===== src/rtl/ad7124_pkg.sv =====
// ad7124_pkg: AD7124 comms bytes, STATUS field positions and read-sequencer state encoding.
package ad7124_pkg;
    localparam logic [7:0] COMMS_STATUS_RD = 8'h40;
    localparam logic [7:0] COMMS_DATA_RD   = 8'h42;
    localparam int RDY_N  = 7;
    localparam int CH_MSB = 3;
    localparam int CH_LSB = 0;
    localparam int DATA_W = 24;
    localparam int CHAN_W = CH_MSB - CH_LSB + 1;
    typedef enum logic [2:0] {
        IDLE,
        ISSUE_STAT,
        WAIT_STAT,
        GAP,
        ISSUE_DATA,
        WAIT_DATA,
        PUSH
    } seq_state_t;
endpackage


===== src/rtl/ad7124_sample_hold.sv =====
// ad7124_sample_hold: one-entry valid/ready register; a load that finds the entry full and not accepted is dropped and flagged.
module ad7124_sample_hold
    import ad7124_pkg::*;
(
    input  logic              clk,
    input  logic              rst,
    input  logic              i_load,
    input  logic [DATA_W-1:0] i_data,
    input  logic [CHAN_W-1:0] i_chan,
    input  logic              i_ready,
    output logic [DATA_W-1:0] o_data,
    output logic [CHAN_W-1:0] o_chan,
    output logic              o_valid,
    output logic              o_overflow
);
    logic [DATA_W-1:0] r_data;
    logic [CHAN_W-1:0] r_chan;
    logic              r_valid;
    always_ff @(posedge clk or negedge rst) begin
        if (!rst) begin
            r_data  <= '0;
            r_chan  <= '0;
            r_valid <= 1'b0;
        end else if (i_load && (!r_valid || i_ready)) begin
            r_data  <= i_data;
            r_chan  <= i_chan;
            r_valid <= 1'b1;
        end else if (r_valid && i_ready) begin
            r_valid <= 1'b0;
        end
    end
    assign o_data     = r_data;
    assign o_chan     = r_chan;
    assign o_valid    = r_valid;
    assign o_overflow = i_load && r_valid && !i_ready;
endmodule


===== src/rtl/ad7124_read_sequencer.sv =====
// ad7124_read_sequencer: polls AD7124 STATUS until RDY_n is low, then reads DATA and
// presents the channel-tagged sample on a valid/ready output with sticky timeout/overflow flags.
module ad7124_read_sequencer
    import ad7124_pkg::*;
#(
    parameter logic [7:0] STATUS_CMD = COMMS_STATUS_RD,
    parameter logic [7:0] DATA_CMD   = COMMS_DATA_RD,
    parameter int         POLL_GAP   = 64,
    parameter int         TIMEOUT    = 4096,
    parameter int         CNT_W      = 16
) (
    input  logic        clk,
    input  logic        rst,
    input  logic        enable,
    output logic [7:0]  cmd_data,
    output logic        cmd_valid,
    input  logic [23:0] rsp_data,
    input  logic        rsp_valid,
    output logic [23:0] m_data,
    output logic [3:0]  m_chan,
    output logic        m_valid,
    input  logic        m_ready,
    output logic        busy,
    output logic        timeout_err,
    output logic        overflow,
    input  logic        err_clr
);
    seq_state_t        r_state, w_next;
    logic [CNT_W-1:0]  r_cnt;
    logic [7:0]        r_cmd;
    logic [CHAN_W-1:0] r_chan;
    logic [DATA_W-1:0] r_sample;
    logic              r_tmo_err, r_ovf;
    logic              w_wait, w_tmo, w_gap_done, w_not_rdy, w_ovf;

    assign w_wait     = (r_state == WAIT_STAT) || (r_state == WAIT_DATA);
    assign w_tmo      = w_wait && !rsp_valid && (r_cnt == CNT_W'(TIMEOUT - 1));
    assign w_gap_done = r_cnt == CNT_W'(POLL_GAP - 1);
    assign w_not_rdy  = rsp_data[16+RDY_N];

    always_comb begin
        w_next = r_state;
        case (r_state)
            IDLE:       w_next = enable ? ISSUE_STAT : IDLE;
            ISSUE_STAT: w_next = WAIT_STAT;
            WAIT_STAT:  w_next = rsp_valid ? (w_not_rdy ? GAP : ISSUE_DATA) : (w_tmo ? GAP : WAIT_STAT);
            GAP:        w_next = w_gap_done ? (enable ? ISSUE_STAT : IDLE) : GAP;
            ISSUE_DATA: w_next = WAIT_DATA;
            WAIT_DATA:  w_next = rsp_valid ? PUSH : (w_tmo ? GAP : WAIT_DATA);
            PUSH:       w_next = enable ? ISSUE_STAT : IDLE;
            default:    w_next = IDLE;
        endcase
    end

    // One counter serves both the poll gap and the response timeout; it restarts on every state change.
    always_ff @(posedge clk or negedge rst) begin
        if (!rst) begin
            r_state   <= IDLE;
            r_cnt     <= '0;
            r_cmd     <= '0;
            r_chan    <= '0;
            r_sample  <= '0;
            r_tmo_err <= 1'b0;
            r_ovf     <= 1'b0;
        end else begin
            r_state   <= w_next;
            r_cnt     <= (w_next != r_state) ? '0 : r_cnt + CNT_W'(1);
            r_cmd     <= (w_next == ISSUE_STAT) ? STATUS_CMD : (w_next == ISSUE_DATA) ? DATA_CMD : r_cmd;
            if (r_state == WAIT_STAT && rsp_valid && !w_not_rdy)
                r_chan <= rsp_data[16+CH_MSB:16+CH_LSB];
            if (r_state == WAIT_DATA && rsp_valid)
                r_sample <= rsp_data;
            r_tmo_err <= w_tmo || (r_tmo_err && !err_clr);
            r_ovf     <= w_ovf || (r_ovf && !err_clr);
        end
    end

    ad7124_sample_hold u_hold (
        .clk        (clk),
        .rst        (rst),
        .i_load     (r_state == PUSH),
        .i_data     (r_sample),
        .i_chan     (r_chan),
        .i_ready    (m_ready),
        .o_data     (m_data),
        .o_chan     (m_chan),
        .o_valid    (m_valid),
        .o_overflow (w_ovf)
    );

    assign cmd_data    = r_cmd;
    assign cmd_valid   = (r_state == ISSUE_STAT) || (r_state == ISSUE_DATA);
    assign busy        = r_state != IDLE;
    assign timeout_err = r_tmo_err;
    assign overflow    = r_ovf;
endmodule


===== config.mk =====
export PLATFORM = sky130hd
export DESIGN_NAME = ad7124_read_sequencer
export DESIGN_NICKNAME = d
export VERILOG_FILES = /design/src/rtl/ad7124_pkg.sv /design/src/rtl/ad7124_sample_hold.sv /design/src/rtl/ad7124_read_sequencer.sv
export SDC_FILE = /design/constraint.sdc
export NUM_CORES = 1
export LEC_CHECK = 0
export BUFFER_PORTS_ARGS = -buffer_cell sky130_fd_sc_hd__buf_2
export CAP_MARGIN = 10
export CORE_MARGIN = 2
export CORE_UTILIZATION = 59
export DETAILED_ROUTE_END_ITERATION = 10
export PLACE_DENSITY = 0.93
export SKIP_LAST_GASP = 1
export SLEW_MARGIN = 15
export SYNTH_ARGS = -nofsm -noshare
export SYNTH_HDL_FRONTEND = slang
export SYNTH_SLANG_ARGS = --single-unit

===== constraint.sdc =====
create_clock -name clk -period 3 [get_ports clk]
set_input_delay 0.6 -clock clk [delete_from_list [all_inputs] [get_ports clk]]
set_output_delay 0.6 -clock clk [all_outputs]
set_load 0.1 [all_outputs]

Yosys cells after proc, flatten, opt, wreduce, memory -nomap -nowiden
Cells that the tools add are included.
W data, S select, Z words.
- RAM bits: 0
- output and inout port bits: 41
- bits in read-only memories: 0
- word-level logic and storage cells: 61
- bits in latches: 0
- memories kept: 0
- bits of input ports: 30
- register bits after elaboration: 86
- multiplexer cells: 13
- $lt $le $gt $ge: 0
- shift operators: 0
- equality and inequality tests: 11
- bitwise logic cells: 0
- reduce and logical (&&, ||, !) cells: 26
- div/mod/pow operators: 0
- multipliers: 0
- add/sub/neg operators: 1
- operators by type and width (operator ; number):
    $pmux W3 S6 ; 1
    $add A16 B1 Y16 const B ; 1
    $eq A16 B12 Y1 const B ; 1
    $eq A16 B6 Y1 const B ; 1
    $mux W16 ; 1
    $mux W8 ; 2
    $mux W3 ; 5
    $eq A3 B3 Y1 const B ; 4
    $logic_and A1 B1 Y1 ; 11
    $eq A3 B1 Y1 const B ; 2
    $eq A3 B2 Y1 const B ; 2
    $logic_not A1 Y1 ; 5
    $logic_or A1 B1 Y1 ; 5
    $mux W1 ; 4
    $reduce_bool A2 Y1 ; 2
    $logic_not A3 Y1 ; 1
    $ne A3 B3 Y1 ; 1
    $reduce_bool A3 Y1 ; 1
    $reduce_or A2 Y1 ; 1

Longest topological paths before layout
- depth in word-level cells: 10
- gate-level depth with buffers: 7
- gate-level depth less buffers: 6

Hierarchy
A second synthesis with hierarchy kept.
- cells, all modules: 262
- area, all modules: 3519.6 um2
- modules (own cells, without submodules) (module ; area each (um2) ; sequential area each (um2) ; times used ; cells an instance):
    ad7124_read_sequencer ; 2344.7 ; 1276.2 ; 1 ; 198
    ad7124_sample_hold ; 1174.9 ; 725.7 ; 1 ; 64

Worst setup path after synthesis
OpenSTA, ideal clock, no wires.
- kind: register to output
- start point: register r_state[0]
- end point: output port cmd_valid
- arrival time: 2.190 ns
- stages on the path, launching flop included: 5
- path buffers: 2
- slack: 0.210 ns
- cells stage by stage: dfrtp_1 > clkbuf_1 > clkbuf_1 > xnor2_1 > nor2_1
- longest elaborated chain between the ends: 2
- elaborated cells between the ends (all ways): 3
- classes of those cells: 2 x eq/ne; 1 x reduce/logical
- RTL lines (item ; line ; text):
    start: declaration ; ad7124_read_sequencer.sv:28 ; seq_state_t r_state, w_next;
    start signal: assignment ; ad7124_read_sequencer.sv:66 ; r_state <= w_next;
    $eq A3 B1 Y1 or $eq A3 B3 Y1 (tied branches) ; ad7124_read_sequencer.sv:92 ; assign cmd_valid = (r_state == ISSUE_STAT) || (r_state == ISSUE_DATA);
    $logic_or A1 B1 Y1 (*) ; ad7124_read_sequencer.sv:92 ;
    end: declaration ; ad7124_read_sequencer.sv:16 ; output logic cmd_valid,
Every way passes the cells marked *; elsewhere a longest branch is shown, timed or not.

Worst setup path after layout
- start point: register r_cnt[4]
- end point: register r_cnt[3]
- longest elaborated chain between the ends: 7
- elaborated cells between the ends (all ways): 11
- classes of those cells: 3 x eq/ne; 7 x mux; 1 x reduce/logical
- RTL lines (item ; line ; text):
    start: declaration ; ad7124_read_sequencer.sv:29 ; logic [CNT_W-1:0] r_cnt;
    start signal: assignment ; ad7124_read_sequencer.sv:67 ; r_cnt <= (w_next != r_state) ? '0 : r_cnt + CNT_W'(1);
    $eq A16 B12 Y1 ; ad7124_read_sequencer.sv:37 ; assign w_tmo = w_wait && !rsp_valid && (r_cnt == CNT_W'(TIMEOUT - 1));
    $logic_and A1 B1 Y1 ; ad7124_read_sequencer.sv:37 ;
    $mux W1 or $mux W3 (tied branches) ; ad7124_read_sequencer.sv:46, ad7124_read_sequencer.sv:49 ;
    $mux W3, on equally long branches ; ad7124_read_sequencer.sv:46, ad7124_read_sequencer.sv:49 ;
    $pmux W3 S6 (*) ; ad7124_read_sequencer.sv:43 ; case (r_state)
    $ne A3 B3 Y1 (*) ; ad7124_read_sequencer.sv:67 ;
    $mux W16 (*) ; ad7124_read_sequencer.sv:67 ;
Marked as above.
A chain may end at the register's enable or synchronous reset.

==> flow_metrics.env <==
export IMPL_status="complete, no violations"
export IMPL_clockBufferDepth=2
export IMPL_grt_remaining_overflow=0
export IMPL_antenna_found_initial=0
export IMPL_fin_hold_ws_ps=405
export IMPL_endpoint_kind="flip-flop"
export IMPL_drt_iter0_drc=97
export IMPL_critPathRequiredTime_ps=3200
export IMPL_crit_fanout=16
export IMPL_post_cts_setup_buffers=0
export IMPL_post_route_period_util_pct=82.1
export IMPL_syn_area_per_cell_um2=12.5
export IMPL_io_pins=71
export IMPL_place_area_um2=3870
export IMPL_top_layer="met4"
export IMPL_period_needed_ps=2460
export IMPL_antenna_left=0
export IMPL_dp_hpwl_um=4900
export IMPL_p_total_mw=4.95
export IMPL_num_nets_final=374
export IMPL_dp_slack_ps=630
export IMPL_grt_max_degree=81
export IMPL_crit_type="flip-flop to flip-flop"
export IMPL_rows=28
export IMPL_cts_buffers=9
export IMPL_skew_ps=8.64
export IMPL_wl_met1_um=2930
export IMPL_grt_pass1_vias=2612
export IMPL_final_hold_viol_count=0
export IMPL_r2r_start="r_cnt[4]"
export IMPL_final_common_cell="dfrtp_1"
export IMPL_ys_seq_area_share_pct=56.6
export IMPL_area_growth_pct=16.2
export IMPL_dr_wl_met2_um=4000
export IMPL_die_x_um=81.4
export IMPL_hold_path_class="primary input to asynchronous set/reset pin"
export IMPL_fin_area_um2=4110
export IMPL_maxCapViolCount=0
export IMPL_path_clk_slew_ps=80
export IMPL_cts_sinks=80
export IMPL_maxSlewViolCount=0
export IMPL_rr_endpoint="r_cnt[3]"
export IMPL_p_switching_mw=2.43
export IMPL_wl_met3_um=469
export IMPL_power_share_clock_pct=19.4
export IMPL_leakagePower_nw=2.03
export IMPL_start_kind="flip-flop"
export IMPL_setup_viol=0
export IMPL_netlist_instances=282
export IMPL_vias=2429
export IMPL_drt_total_wl_um=7530
export IMPL_port_buffer_count=64
export IMPL_insertion_delay_ps=350
export IMPL_synth_seq_cells=80
export IMPL_tightestPinTransition_ps=969
export IMPL_power_density_nw_per_um2=1200
export IMPL_cts_root_buf="clkbuf_8"
export IMPL_place_congestion=0.892
export IMPL_htree_num_levels=3
export IMPL_yosys_warnings=0
export IMPL_yosys_cell_types_count=44
export IMPL_peakVddDrop_v=0.000892
export IMPL_cts_repair_resized=0
export IMPL_async_reset_ff_share_pct=100
export IMPL_viasPerCell=5.74
export IMPL_route_detailed_drc=0
export IMPL_synth_edff_count=0
export IMPL_syn_area_um2=3540
export IMPL_max_clock_freq_mhz=406
export IMPL_netSwitchingFraction_pct=49.0
export IMPL_num_antenna_cells=0
export IMPL_rr_worst_depth=5
export IMPL_cts_tree="done"
export IMPL_hold_buffers=0
export IMPL_dr_pass1_iters=6
export IMPL_maxSlewHeadroom_pct=35.4
export IMPL_comb_power_share_pct=46.3
export IMPL_worstPathArrival_ps=2660
export IMPL_mostFrequentLayoutCells="dfrtp_1, buf_2, mux2_2"
export IMPL_setup_slack_ps=538
export IMPL_drive_above_1_share_pct=41.1
export IMPL_core_area_um2=5850
export IMPL_fillers=367
export IMPL_initial_core_util_pct=60.5
export IMPL_grt_pass1_wl_um=12300
export IMPL_die_area_um2=6630
export IMPL_final_setup_tns_ps=0
export IMPL_synth_ff_type="dfrtp_1"
export IMPL_rsz0062_at_grt="no"
export IMPL_p_int_mw=2.52
export IMPL_grtUsageTotal_pct=24.8
export IMPL_die_y_um=81.4
export IMPL_reg2reg_slack_ps=540
export IMPL_power_frac_seq_pct=34.3
export IMPL_wl_per_cell_um=17.8
-- power groups by stage --
stage               Combinational [mW]  Sequential, mW  Clock [mW]
CTS                               2.30            1.69       0.966
global route                      2.40            1.74        1.02
finish                            2.30            1.70       0.960
detailed placement                2.28            1.70           0
floorplan                        0.924            2.68           0
global placement                  2.22            1.66           0
-- worst max-delay path: stages, from the launching register on --
cell	delay (ps)
dfrtp_1	480
nand4_1	300
nor3_1	420
nand4b_1	290
a21oi_2	650
nor4_1	160
-- per-stage QoR --
stage	cells	utilization [%]
2_1_floorplan	287	-
3_3_place_gp	407	66.1
3_5_place_dp	407	66.1
4_1_cts	423	70.3
5_1_grt	423	70.3
6_report	423	70.3
-- cell usage after synthesis, types with 2 or more instances --
cell type  number  area share, %
nor2_1         10            1.1
inv_1           7           0.74
nand4_1         4           0.71
o221ai_1        2           0.50
and4_1          3           0.74
dfrtp_1        80             57
nand3_1         8            1.1
xor2_1          6            1.5
nor3_1          4           0.57
nand2_1        21            2.2
mux2_2         52             17
nor4_1         16            2.8
or4_1           2           0.42
buf_2           4           0.57
xnor2_1         9            2.2
clkbuf_1        8           0.85
nand2b_1        4           0.71
a21oi_1         7           0.99
nor2b_1         3           0.53
buf_4           8            1.7
-- final cells by class --
class | count | area [um^2] | area share [%]
Sequential cell | 80 | 2000 | 48.7
Multi-Input combinational cell | 179 | 1410 | 34.3
Timing Repair Buffer | 66 | 338 | 8.22
Clock buffer | 10 | 128 | 3.10
Clock inverter | 6 | 115 | 2.80
Tap cell | 75 | 93.8 | 2.28
Inverter | 7 | 26.3 | 0.639
-- state kept, by name, summed over array words and instances (netlist names) --
register / count
overflow: 1
r_cnt: 16
cmd_data: 2
r_sample: 24
r_chan: 4
r_state: 3
u_hold.o_valid: 1
u_hold.o_data: 24
timeout_err: 1
u_hold.o_chan: 4
-- metal layers --
| metal | up-vias | global-route usage (%) |
|---|---|---|
| met5 | - | 0 |
| met4 | 0 | 9.49 |
| met3 | 15 | 8.02 |
| met2 | 94 | 41.8 |
| met1 | 1207 | 29.7 |
| li1 | 1113 | - |
-- logic make-up after synthesis --
family / Yosys count / share of synthesized area (%)
and+or+nand+nor: 85 / 14.0
DFF: 80 / 56.6
muxes: 52 / 16.6
buffers and inverters: 28 / 4.17
AOI/OAI and AO/OA: 19 / 4.17
xor gates and xnor gates: 15 / 3.71
adders and majority gates: 2 / 0.672
other: 1 / 0.106
-- how the worst max path moves through the flow --
stage	end	start	cells after the start	slack (ps)
global placement	r_cnt[4]	enable	5	760
detailed placement	r_cnt[3]	r_cnt[0]	6	630
finish	r_cnt[3]	r_cnt[4]	5	540
global route	r_cnt[13]	r_cnt[0]	6	380
CTS	r_cnt[3]	r_cnt[0]	6	610
floorplan	cmd_valid	r_state[0]	4	210
Power figures use the tool's default switching activity.
